### src/rtl/bundle_decoder.sv
// -----------------------------------------------------------------------------
// bundle_decoder
//
// Decodes one VLIW bundle per accepted handshake. A bundle has NUM_ALU ALU
// slots, one multiply slot (M) and one load/store slot (LS). The decoded
// control word and an error flag are held in a single registered output
// stage that uses a valid/ready handshake. Sticky error bookkeeping records
// the first failing slot and counts illegal bundles, saturating at the top.
//
// Ports
//   clk, rst     : clock, asynchronous active-high reset
//   in_valid     : bundle present on alu_op/m_op/ls_op
//   in_ready     : decoder can take a bundle this cycle
//   alu_op       : ALU slot opcodes, slot k at [k*OPW +: OPW]
//   m_op, ls_op  : multiply and load/store slot opcodes
//   flush        : drop the held output and any bundle presented this cycle
//   err_clr      : clear err_sticky / err_slot / err_cnt
//   out_valid    : control/out_err hold a decoded bundle
//   out_ready    : downstream takes the held bundle
//   control      : ALU slot k {imm_sel, op[3:0]} at [4+5k +: 5],
//                  then M_imm_sel[3], M_en[2], L_en[1], S_en[0]
//   out_err      : held bundle contained an illegal opcode
//   err_sticky   : an illegal bundle has been accepted since the last clear
//   err_slot     : lowest failing slot of the first illegal bundle
//   err_cnt      : saturating count of accepted illegal bundles
// -----------------------------------------------------------------------------
module bundle_decoder #(
  parameter int NUM_ALU = 2,
  parameter int OPW     = 5,
  parameter int CNT_W   = 8
) (
  input  logic                         clk,
  input  logic                         rst,
  input  logic                         in_valid,
  output logic                         in_ready,
  input  logic [NUM_ALU*OPW-1:0]       alu_op,
  input  logic [OPW-1:0]               m_op,
  input  logic [OPW-1:0]               ls_op,
  input  logic                         flush,
  input  logic                         err_clr,
  output logic                         out_valid,
  input  logic                         out_ready,
  output logic [5*NUM_ALU+3:0]         control,
  output logic                         out_err,
  output logic                         err_sticky,
  output logic [$clog2(NUM_ALU+2)-1:0] err_slot,
  output logic [CNT_W-1:0]             err_cnt
);

  localparam int CTRL_W = 5*NUM_ALU + 4;
  localparam int SLOT_W = $clog2(NUM_ALU + 2);
  localparam int NSLOT  = NUM_ALU + 2;

  // Opcode encodings shared across slots
  localparam logic [OPW-1:0] OP_ALU_MAX = OPW'(11);
  localparam logic [OPW-1:0] OP_NOP     = OPW'(12);
  localparam logic [OPW-1:0] OP_MUL     = OPW'(13);
  localparam logic [OPW-1:0] OP_MULI    = OPW'(14);
  localparam logic [OPW-1:0] OP_STORE   = OPW'(16);
  localparam logic [OPW-1:0] OP_LOAD    = OPW'(17);

  localparam logic [CNT_W-1:0] CNT_MAX = {CNT_W{1'b1}};

  // ---------------------------------------------------------------------------
  // Combinational decode of the presented bundle
  // ---------------------------------------------------------------------------
  logic [CTRL_W-1:0] dec_ctrl;
  logic [NSLOT-1:0]  slot_bad;
  logic              dec_err;
  logic [SLOT_W-1:0] dec_slot;

  always_comb begin
    // NOTE: every variable gets a default before any branch so no path leaves
    // it unassigned; a missing default here would infer a latch.
    dec_ctrl = '0;
    slot_bad = '0;
    dec_slot = '0;

    for (int k = 0; k < NUM_ALU; k++) begin
      logic [OPW-1:0] op;
      op = alu_op[k*OPW +: OPW];
      if (op <= OP_ALU_MAX) begin
        dec_ctrl[4 + 5*k +: 5] = {op[3], op[3:0]};
      end else if (op != OP_NOP) begin
        slot_bad[k] = 1'b1;
      end
    end

    case (m_op)
      OP_NOP:  ;
      OP_MUL:  dec_ctrl[2]   = 1'b1;
      OP_MULI: dec_ctrl[3:2] = 2'b11;
      default: slot_bad[NUM_ALU] = 1'b1;
    endcase

    case (ls_op)
      OP_NOP:   ;
      OP_STORE: dec_ctrl[0] = 1'b1;
      OP_LOAD:  dec_ctrl[1] = 1'b1;
      default:  slot_bad[NUM_ALU+1] = 1'b1;
    endcase

    dec_err = |slot_bad;
    // An illegal bundle still flows downstream, but with no enables asserted.
    if (dec_err) begin
      dec_ctrl = '0;
    end

    // Scan from the highest index down so the lowest failing slot wins.
    for (int i = NSLOT - 1; i >= 0; i--) begin
      if (slot_bad[i]) begin
        dec_slot = SLOT_W'(i);
      end
    end
  end

  // ---------------------------------------------------------------------------
  // Output stage
  // ---------------------------------------------------------------------------
  logic              out_valid_q, out_valid_d;
  logic [CTRL_W-1:0] control_q,   control_d;
  logic              out_err_q,   out_err_d;

  logic accept;

  assign in_ready = ~out_valid_q | out_ready | flush;
  // A bundle presented alongside flush is discarded, never decoded or counted.
  assign accept   = in_valid & in_ready & ~flush;

  always_comb begin
    out_valid_d = out_valid_q;
    control_d   = control_q;
    out_err_d   = out_err_q;

    if (flush) begin
      out_valid_d = 1'b0;
      control_d   = '0;
      out_err_d   = 1'b0;
    end else if (accept) begin
      out_valid_d = 1'b1;
      control_d   = dec_ctrl;
      out_err_d   = dec_err;
    end else if (out_valid_q && out_ready) begin
      out_valid_d = 1'b0;
    end
  end

  // ---------------------------------------------------------------------------
  // Sticky error bookkeeping
  // ---------------------------------------------------------------------------
  logic              err_sticky_q, err_sticky_d;
  logic [SLOT_W-1:0] err_slot_q,   err_slot_d;
  logic [CNT_W-1:0]  err_cnt_q,    err_cnt_d;

  logic accept_bad;
  assign accept_bad = accept & dec_err;

  always_comb begin
    err_sticky_d = err_sticky_q;
    err_slot_d   = err_slot_q;
    err_cnt_d    = err_cnt_q;

    if (err_clr) begin
      // A clear coinciding with a new illegal bundle restarts from that bundle.
      if (accept_bad) begin
        err_sticky_d = 1'b1;
        err_slot_d   = dec_slot;
        err_cnt_d    = CNT_W'(1);
      end else begin
        err_sticky_d = 1'b0;
        err_slot_d   = '0;
        err_cnt_d    = '0;
      end
    end else if (accept_bad) begin
      if (err_cnt_q != CNT_MAX) begin
        err_cnt_d = err_cnt_q + CNT_W'(1);
      end
      // Only the first illegal bundle since the last clear records its slot.
      if (!err_sticky_q) begin
        err_sticky_d = 1'b1;
        err_slot_d   = dec_slot;
      end
    end
  end

  // ---------------------------------------------------------------------------
  // State registers
  // ---------------------------------------------------------------------------
  // NOTE: sequential state uses non-blocking assignments so every flop samples
  // its _d value from before the edge, independent of statement order.
  always_ff @(posedge clk or posedge rst) begin
    if (rst) begin
      out_valid_q  <= 1'b0;
      control_q    <= '0;
      out_err_q    <= 1'b0;
      err_sticky_q <= 1'b0;
      err_slot_q   <= '0;
      err_cnt_q    <= '0;
    end else begin
      out_valid_q  <= out_valid_d;
      control_q    <= control_d;
      out_err_q    <= out_err_d;
      err_sticky_q <= err_sticky_d;
      err_slot_q   <= err_slot_d;
      err_cnt_q    <= err_cnt_d;
    end
  end

  assign out_valid  = out_valid_q;
  assign control    = control_q;
  assign out_err    = out_err_q;
  assign err_sticky = err_sticky_q;
  assign err_slot   = err_slot_q;
  assign err_cnt    = err_cnt_q;

endmodule

### config.mk
export PLATFORM = sky130hd
export DESIGN_NAME = bundle_decoder
export DESIGN_NICKNAME = d
export VERILOG_FILES = /design/src/rtl/bundle_decoder.sv
export SDC_FILE = /design/constraint.sdc
export NUM_CORES = 1
export LEC_CHECK = 0
export CELL_PAD_IN_SITES_DETAIL_PLACEMENT = 2
export CELL_PAD_IN_SITES_GLOBAL_PLACEMENT = 2
export CORE_UTILIZATION = 39
export DETAILED_ROUTE_END_ITERATION = 10
export DONT_BUFFER_PORTS = 1
export PLACE_DENSITY = 0.89
export SYNTH_ARGS = -nofsm -noshare
export SYNTH_HDL_FRONTEND = slang
export SYNTH_SLANG_ARGS = --single-unit
### constraint.sdc
create_clock -name clk -period 2.7 [get_ports clk]
set_input_delay 0.405 -clock clk [delete_from_list [all_inputs] [get_ports clk]]
set_output_delay 0.405 -clock clk [all_outputs]
set_load 0.02 [all_outputs]
# After elaboration in Yosys (flattened, before gate mapping)
# Cells that the tools add are included.
# classes
order_cmp,2
eq_ne,10
n_bitwise,7
n_addsub,1
reduce_logical,11
n_mux,35
# ops
cell,n
14-bit 2-to-1 mux,3
8-bit 2-to-1 mux,3
5-bit by 4-bit == test with 1-bit output (second input constant),4
1-bit 2-to-1 mux,19
2-bit 2-to-1 mux,8
5-bit == test (second input constant),2
5-bit by 4-bit less-or-equal comparator with 1-bit output (second input constant),2
5-bit 2-to-1 mux,2
5-bit by 4-bit inequality test with 1-bit output (second input constant),2
8-bit by 1-bit adder with 8-bit output (second input constant),1
8-bit inequality test (second input constant),1
2-bit nonzero test,3
3-bit OR reduction,2
2-bit AND reduction,2
4-bit OR reduction,1
1-bit AND,3
3-bit nonzero test,1
2-bit inequality test (second input constant),1
1-bit NOT,2
1-bit bitwise OR,2
2-bit OR reduction,1
1-bit logical AND,1
# word_totals
register_bits,27
out_inout_bits,28
inputBits,26

# Longest topological paths before layout
# Gate-level depths: netlist of run 1.
# logic_depth
ltp_word,9
depth_mapped,6

# Worst setup path after synthesis of run 1
# No wires, ideal clock.
# synth_path
path_type,input to register
startpoint,input ls_op[2]
endpoint,register err_cnt_q[4] (netlist: err_cnt[4])
setup_ns,0.125
stages,5
path_slack_ns,0.843
path_buffers,0
arrival_time_ns,1.731
required_time_ns,2.575
path_cell_list,or3b_1 -> a21o_1 -> o31a_1 -> and4bb_1 -> mux2_4
# synth_between
elab_chain_cells,7
word_cells_on_any_way,9
classes_between,eq/ne: 3; mux: 1; bitwise: 1; reduce/logical: 4
# synth_rtl
item,line_no,text
start: declaration,38,"input logic [OPW-1:0] ls_op,"
5-bit == test / 5-bit by 4-bit == test with 1-bit output (equally long branches),96,case (ls_op)
3-bit OR reduction (no line) (*),n/a,
1-bit 2-to-1 mux (*),96,
4-bit OR reduction (*),103,dec_err = |slot_bad;
1-bit AND (*),156,assign accept_bad = accept & dec_err;
2-bit nonzero test (no line) (*),n/a,
2-bit AND reduction (no line) (*),n/a,
end signal: assignment,205,err_cnt_q <= err_cnt_d;
end: declaration,153,"logic [CNT_W-1:0] err_cnt_q, err_cnt_d;"
# Mark *: on every way between the ends. The rest lies on a longest branch, timed or not.
# A chain may end at the register's enable or synchronous reset.

# Worst setup path after layout of run 1
# layout_path
startpoint,register err_cnt_q[0] (netlist: err_cnt[0])
endpoint,register err_cnt_q[3] (netlist: err_cnt[3])
# layout_between
elab_chain_cells,4
word_cells_on_any_way,7
classes_between,add/sub: 1; eq/ne: 1; mux: 3; reduce/logical: 2
# layout_rtl
item,line_no,text
8-bit by 1-bit adder with 8-bit output,176,err_cnt_d = err_cnt_q + CNT_W'(1);
8-bit 2-to-1 mux,175,if (err_cnt_q != CNT_MAX) begin
8-bit 2-to-1 mux,174,end else if (accept_bad) begin
8-bit 2-to-1 mux,163,if (err_clr) begin
# Parallel ways exist; a longest one is shown, timed or not. The select of a mux whose other input is x is not followed.

==> results of run 1 <==
-- layer usage --
metal / share of wire, % / track usage (%) / wire, um / vias up
li1: - / - / - / 465
met1: 40 / 23.6 / 1330 / 538
met2: 54 / 37.2 / 1780 / 36
met3: 5.4 / 4.37 / 179 / 4
met4: 1.1 / 5.98 / 35 / 0
met5: 0 / 0 / 0 / -
-- layout by cell type, fill, tap and decap left out, drive strengths merged, types with 2 or more instances in the layout --
cell,n
dfrtp,25
a32o,11
a21oi,10
inv,9
nand2,8
nor2,7
nor3,4
a21o,3
nand3,3
clkbuf,3
o21ai,3
nand2b,2
o211ai,2
nand4bb,2
or4,2
a311oi,2
o31ai,2
nor2b,2
buf,2
nor4,2
mux2,2
or2,2
-- power groups by stage --
stage / registers, mW / clock network, mW / logic (mW)
floorplan: 0.404 / 0 / 0.0450
global placement: 0.407 / 0 / 0.0527
detailed placement: 0.407 / 0 / 0.0552
CTS: 0.400 / 0.183 / 0.0561
global route: 0.401 / 0.201 / 0.0614
finish: 0.400 / 0.175 / 0.0548
-- cell families (layout without fill, tap and decap cells) --
| kind of cell | count (synthesis) | after routing |
|---|---|---|
| compound gates | 36 | 36 |
| xor+xnor | 1 | 1 |
| fa+ha+maj | 1 | 1 |
| buf+inv | 15 | 15 |
| flops | 25 | 25 |
| mux | 2 | 2 |
| simple gates | 44 | 44 |
-- path summary, 6_finish.rpt --
check                                          endpoint  slack (ps)  cells after the start
worst max-delay path             err_cnt[3]$_DFFE_PP0P_         640                      6
worst min-delay path             err_cnt[5]$_DFFE_PP0P_         110                      1
worst max register to register   err_cnt[3]$_DFFE_PP0P_         640                      6
worst min register to register   control[0]$_DFFE_PP0P_         640                      2
max in group asynchronous       control[12]$_DFFE_PP0P_        1910                      1
min in group asynchronous        err_cnt[6]$_DFFE_PP0P_         180                      1
-- layout make-up --
cell class	instances	area, sq um
Sequential cell	25	626
Clock inverter	1	7.51
Clock buffer	3	22.5
Tap cell	44	55.1
Timing Repair Buffer	2	15.0
Multi-Input combinational cell	84	599
Fill cell	345	1740
Inverter	9	33.8
-- through the flow --
stage	hold slack, ps	setup WS, ps
4_1_cts	102	635
3_3_place_gp	469	639
2_1_floorplan	432	843
3_5_place_dp	475	574
5_1_grt	71.8	496
6_report	109	642
-- sequential cells by signal (all words and copies together) (netlist names) --
signal      flops
err_slot        2
err_sticky      1
err_cnt         8
out_err         1
out_valid       1
control        12
==> run_results.csv, run 1 <==
group,metric,value,unit
route,finalWirelength,3.32,mm
synth,seq_area_frac_synth,48.4,%
route,drc,0,
synth,synth_largest_area_cell,"dfrtp_1",
sta,fin_crit_sh,76.2,%
synth,synth-adder-area-share,0.969,%
synth,syn-cell-area,1290,sq um
route,drtIter0Drc,36,
synth,synth_compound_area_share,21.2,%
synth,synth.net_count,151,
synth,yosys_warnings,0,
global_routing,grt_first_pass_wirelength,5.31,mm
sta,slew_headroom,33.7,%
global_routing,track_usage,20.3,%
cells_and_area,num_antenna_cells,0,
synth,synth.most_common_cell,"dfrtp_1",
place,place_congestion,0.757,
synth,yosysUniqueCellTypes,44,
sta,final.setup.tns,0,ps
synth,muxShareOfSynthArea,2.03,%
synth,synth_simple_gate_area_share,21.5,%
cells_and_area,layout-drive-gt1-share,9.68,%
cts,hold_buffers,0,
route,antenna_left,0,
die,die_h,59.5,um
cells_and_area,syn2layout_area_growth,5.23,%
synth,syn_area_per_cell,10.4,sq um
synth,synth_top_area_share,48.4,%
cells_and_area,final_area,1360,sq um
worst_setup_path,crit_type,"reg -> reg",
synth,ys.flop_type,"dfrtp_1",
cts,cts_buffers,3,
pwr,p_switching,0.171,mW
run,cap_violations,0,
worst_setup_path,r2r-start,"err_cnt[0]$_DFFE_PP0P_",
die,io_pins,54,
sta,grt_setup_unrepaired,"no",
pwr,pwr-share-seq,63.5,%
global_routing,grt_overflow_total,0,
cts,clk_pin_slew,150,ps
place,dpl_cell_area,1330,sq um
cells_and_area,fin_util,43.8,%
synth,ys_seq_elements,25,
pwr,max-vdd-ir-drop,146,uV
worst_setup_path,crit_buf_inv,0,
place,hpwl,2.53,mm
pwr,p_leak,0.589,nW
cts,h-tree-depth,1,
sta,setup_viol,0,
synth,netlist_top_cells_count,"25 x dfrtp_1, 11 x a32o_1, 9 x a21oi_1, 9 x inv_1, 8 x nand2_1",
cts,cts_tree,"built",
worst_setup_path,worstPathRequired,2950,ps
worst_setup_path,slowest_stage,"dfrtp_1",
worst_setup_path,cp-start-kind,"register",
pwr,power_frac_clock,27.8,%
route,first_pass_iters,4,
sta,timing_hold_violations_final,0,
pwr,power.density,463,nW/um^2
cells_and_area,finalNonFillerCells,168,
global_routing,grt_antenna_before_repair,0,
cells_and_area,fin_nets,152,
sta,worstMarginPinSlew,993,ps
route,vias_per_cell,6.21,
sta,max_freq,486,MHz
synth,synth-edff-count,0,
sta,min_period,2060,ps
cts,cts_resized,0,
worst_setup_path,critPathMaxFanout,5,
global_routing,grt_max_degree,26,
cts,cts_sinks,25,
pwr,power.total,0.629,mW
die,die-width,59.5,um
die,core_area,3100,sq um
synth,synthTopCellsByArea,"dfrtp_1 48%, a32o_1 8.5%, a21oi_1 3.5%",
global_routing,grt_pass1_vias,1107,
synth,synthXorXnorAreaFrac,0.678,%
sta,skew,17.4,ps
run_status,status,"complete, no violations",
cts,clock_latency,330,ps
synth,synth_cells,124,
pwr,power_frac_comb,8.7,%
die,die-area,3550,sq um
pwr,swShare,27.2,%
place,dp_cells,164,
cts,cts-root-buf,"clkbuf_4",
cts,post_cts_buffers,0,
route,num_vias,1043,
hold_path,min_from,"err_clr",
die,start_util,41.6,%
sta,report.final.slew_viol_count,0,
pwr,p_int,0.458,mW
place,place.port_buffers,0,
synth,synth_top_family_by_area,"simple AND/OR/NAND/NOR gates",
worst_setup_path,cp_top_family,"simple AND/OR/NAND/NOR gates",
synth,async_flop_share,100,%
worst_setup_path,cp-startpoint,"err_cnt[0]$_DFFE_PP0P_",
worst_setup_path,critical_path.max_stage_delay,590,ps
cts,cts_buffer_depth,2,
worst_setup_path,worstPathCellList,"ha_1, nand2_1, or4_1, nand3_1, o21ai_0, a21oi_1",
worst_setup_path,cp.arrival,2310,ps
worst_setup_path,cp-end-kind,"register",
hold_path,hold_class,"in -> reg",
die,placementRows,20,
route,post_drt_wl_per_cell,19.8,um
(Power assumes the default switching activity.)
==> run 2: changes to the inputs <==
CORE_UTILIZATION = 32   (was 39)
PLACE_DENSITY = 0.79   (was 0.89)
clock period = 1.83 ns   (was 2.7 ns; I/O delays follow)
==> run 2 against run 1 <==
Against the previous run: first-iteration DRC count is 47% lower; sequential share of layout area fell by 4.6 points; fmax rose by 21%; flip-flop and latch count did not move; sequential power increased by 45%; die area increased by 21%; non-clock buffer count grew 15; global-route usage is 2.1 points lower; critical endpoint is now err_cnt[5]$_DFFE_PP0P_; largest cell class unchanged; highest routed layer unchanged.
==> run_results.csv, run 2 (synthesis gave the netlist of run 1 again) <==
group,metric,value,unit
global_routing,grt_pass1_vias,1187,
route,vias_per_cell,5.74,
cts,cts_tree,"built",
cells_and_area,layout_common_cells,"25 x dfrtp_1, 16 x buf_4, 11 x a32o_1, 9 x inv_1, 9 x a21oi_1",
sta,min_period,1700,ps
cts,clk_pin_slew,90,ps
cts,post_cts_buffers,0,
route,num_vias,1074,
cts,cts-root-buf,"clkbuf_8",
run,cap_violations,0,
sta,worstMarginPinSlew,403,ps
cts,clock_latency,270,ps
cells_and_area,num_antenna_cells,0,
die,die-width,65.5,um
die,core_area,3770,sq um
die,io_pins,54,
cts,h-tree-depth,1,
route,post_drt_wl_per_cell,20.2,um
route,first_pass_iters,3,
sta,fin_crit_sh,92.8,%
hold_path,hold_depth,1,
place,pre_cts_slack,-4.01,ps
worst_setup_path,worstPathRequired,2030,ps
worst_setup_path,r2r-start,"err_cnt[0]$_DFFE_PP0P_",
worst_setup_path,critPathMaxFanout,5,
worst_setup_path,endpoint,"err_cnt[5]$_DFFE_PP0P_",
place,dpl_cell_area,1440,sq um
sta,slew_headroom,73.1,%
cells_and_area,layout-drive-gt1-share,20.9,%
sta,skew,10.5,ps
worst_setup_path,crit_type,"reg -> reg",
die,die-area,4290,sq um
cells_and_area,syn2layout_area_growth,16.9,%
route,antenna_left,0,
worst_setup_path,cp-end-kind,"register",
sta,report.final.slew_viol_count,0,
die,die_h,65.5,um
cts,cts_sinks,25,
cells_and_area,fin_nets,167,
cts,cts_buffer_depth,2,
place,hpwl,2.92,mm
pwr,p_leak,0.677,nW
worst_setup_path,reg2reg_to,"err_cnt[5]$_DFFE_PP0P_",
route,drtIter0Drc,19,
die,start_util,34.2,%
worst_setup_path,cp-start-kind,"register",
run_status,status,"complete, no violations",
route,drc,0,
global_routing,grt_overflow_total,0,
sta,grt_setup_unrepaired,"no",
sta,whs,55.4,ps
global_routing,grt_first_pass_wirelength,5.91,mm
cells_and_area,final_area,1510,sq um
cells_and_area,finalNonFillerCells,187,
global_routing,grt_max_degree,26,
global_routing,grt_antenna_before_repair,0,
place,place.port_buffers,0,
worst_setup_path,ff2ff_path_depth,6,
sta,final_critical_path_setup_slack,132,ps
sta,max_freq,589,MHz
worst_setup_path,cp-startpoint,"err_cnt[0]$_DFFE_PP0P_",
worst_setup_path,cp.arrival,1890,ps
die,placementRows,22,
place,place_congestion,0.780,
cells_and_area,final_common_cell,"dfrtp_1",
sta,timing_hold_violations_final,0,
cts,cts_buffers,3,
worst_setup_path,r2r_setup_slack,130,ps
sta,setup_viol,0,
pwr,power.density,683,nW/um^2
route,finalWirelength,3.78,mm
place,dp_cells,182,
pwr,max-vdd-ir-drop,323,uV
cells_and_area,largest_reg_flops,12,
hold_path,hold_class,"in -> reg",
global_routing,track_usage,18.2,%
==> run 2: power breakdown <==
group	switching [mW]	total, mW	internal, mW
registers	0.0169	0.580	0.563
clock network	0.186	0.341	0.155
logic	0.0677	0.109	0.0413
==> run 2: routing by layer <==
metal,global-route usage (%),share of wire [%],vias to the layer above
li1,-,-,494
met1,18.1,37,545
met2,36.9,56,33
met3,5.73,6.3,2
met4,2.45,0.21,0
met5,0,0,-
==> run 2: worst min path at each step <==
stage                     slack [ps]  startpoint                      to
after floorplan                  300         rst  control[0]$_DFFE_PP0P_
after global placement           240         rst   out_valid$_DFFE_PP0P_
after detailed placement         250         rst  err_cnt[1]$_DFFE_PP0P_
after CTS                         40     err_clr  err_cnt[1]$_DFFE_PP0P_
after global routing              40     err_clr  err_cnt[1]$_DFFE_PP0P_
final                             60     err_clr  err_cnt[1]$_DFFE_PP0P_
==> run 2: final cells by class <==
type                       instances  area [sq um]
inverter                           9          33.8
timing repair buffer              17           130
fill                             417          2260
clock inverter                     1          7.51
tap                               48          60.1
sequential                        25           626
clock buffer                       3          41.3
multi-input combinational         84           611
==> run 2: what timing repair did <==
action	CTS	global route
hold buffers	1	0
endpoints found under the setup margin	1	3
gates resized for setup	1	2
hold endpoints to repair	25	0
==> run 2: stage by stage <==
step	utilization, %	power [mW]	TNS [ps]
3_3_place_gp	38.2	0.691	0
5_1_grt	40.0	1.07	0
4_1_cts	39.8	1.04	0
6_report	40.0	1.03	0
3_5_place_dp	38.2	0.699	-4.01
2_1_floorplan	-	0.663	0
==> run 2: worst max-delay path, cell delays in order (launching register included) <==
cell and delay [ps]:
dfrtp_1 400, ha_1 260, nand2_2 130, or4_4 160, nand3_2 110, or4_1 410
a21oi_1 160
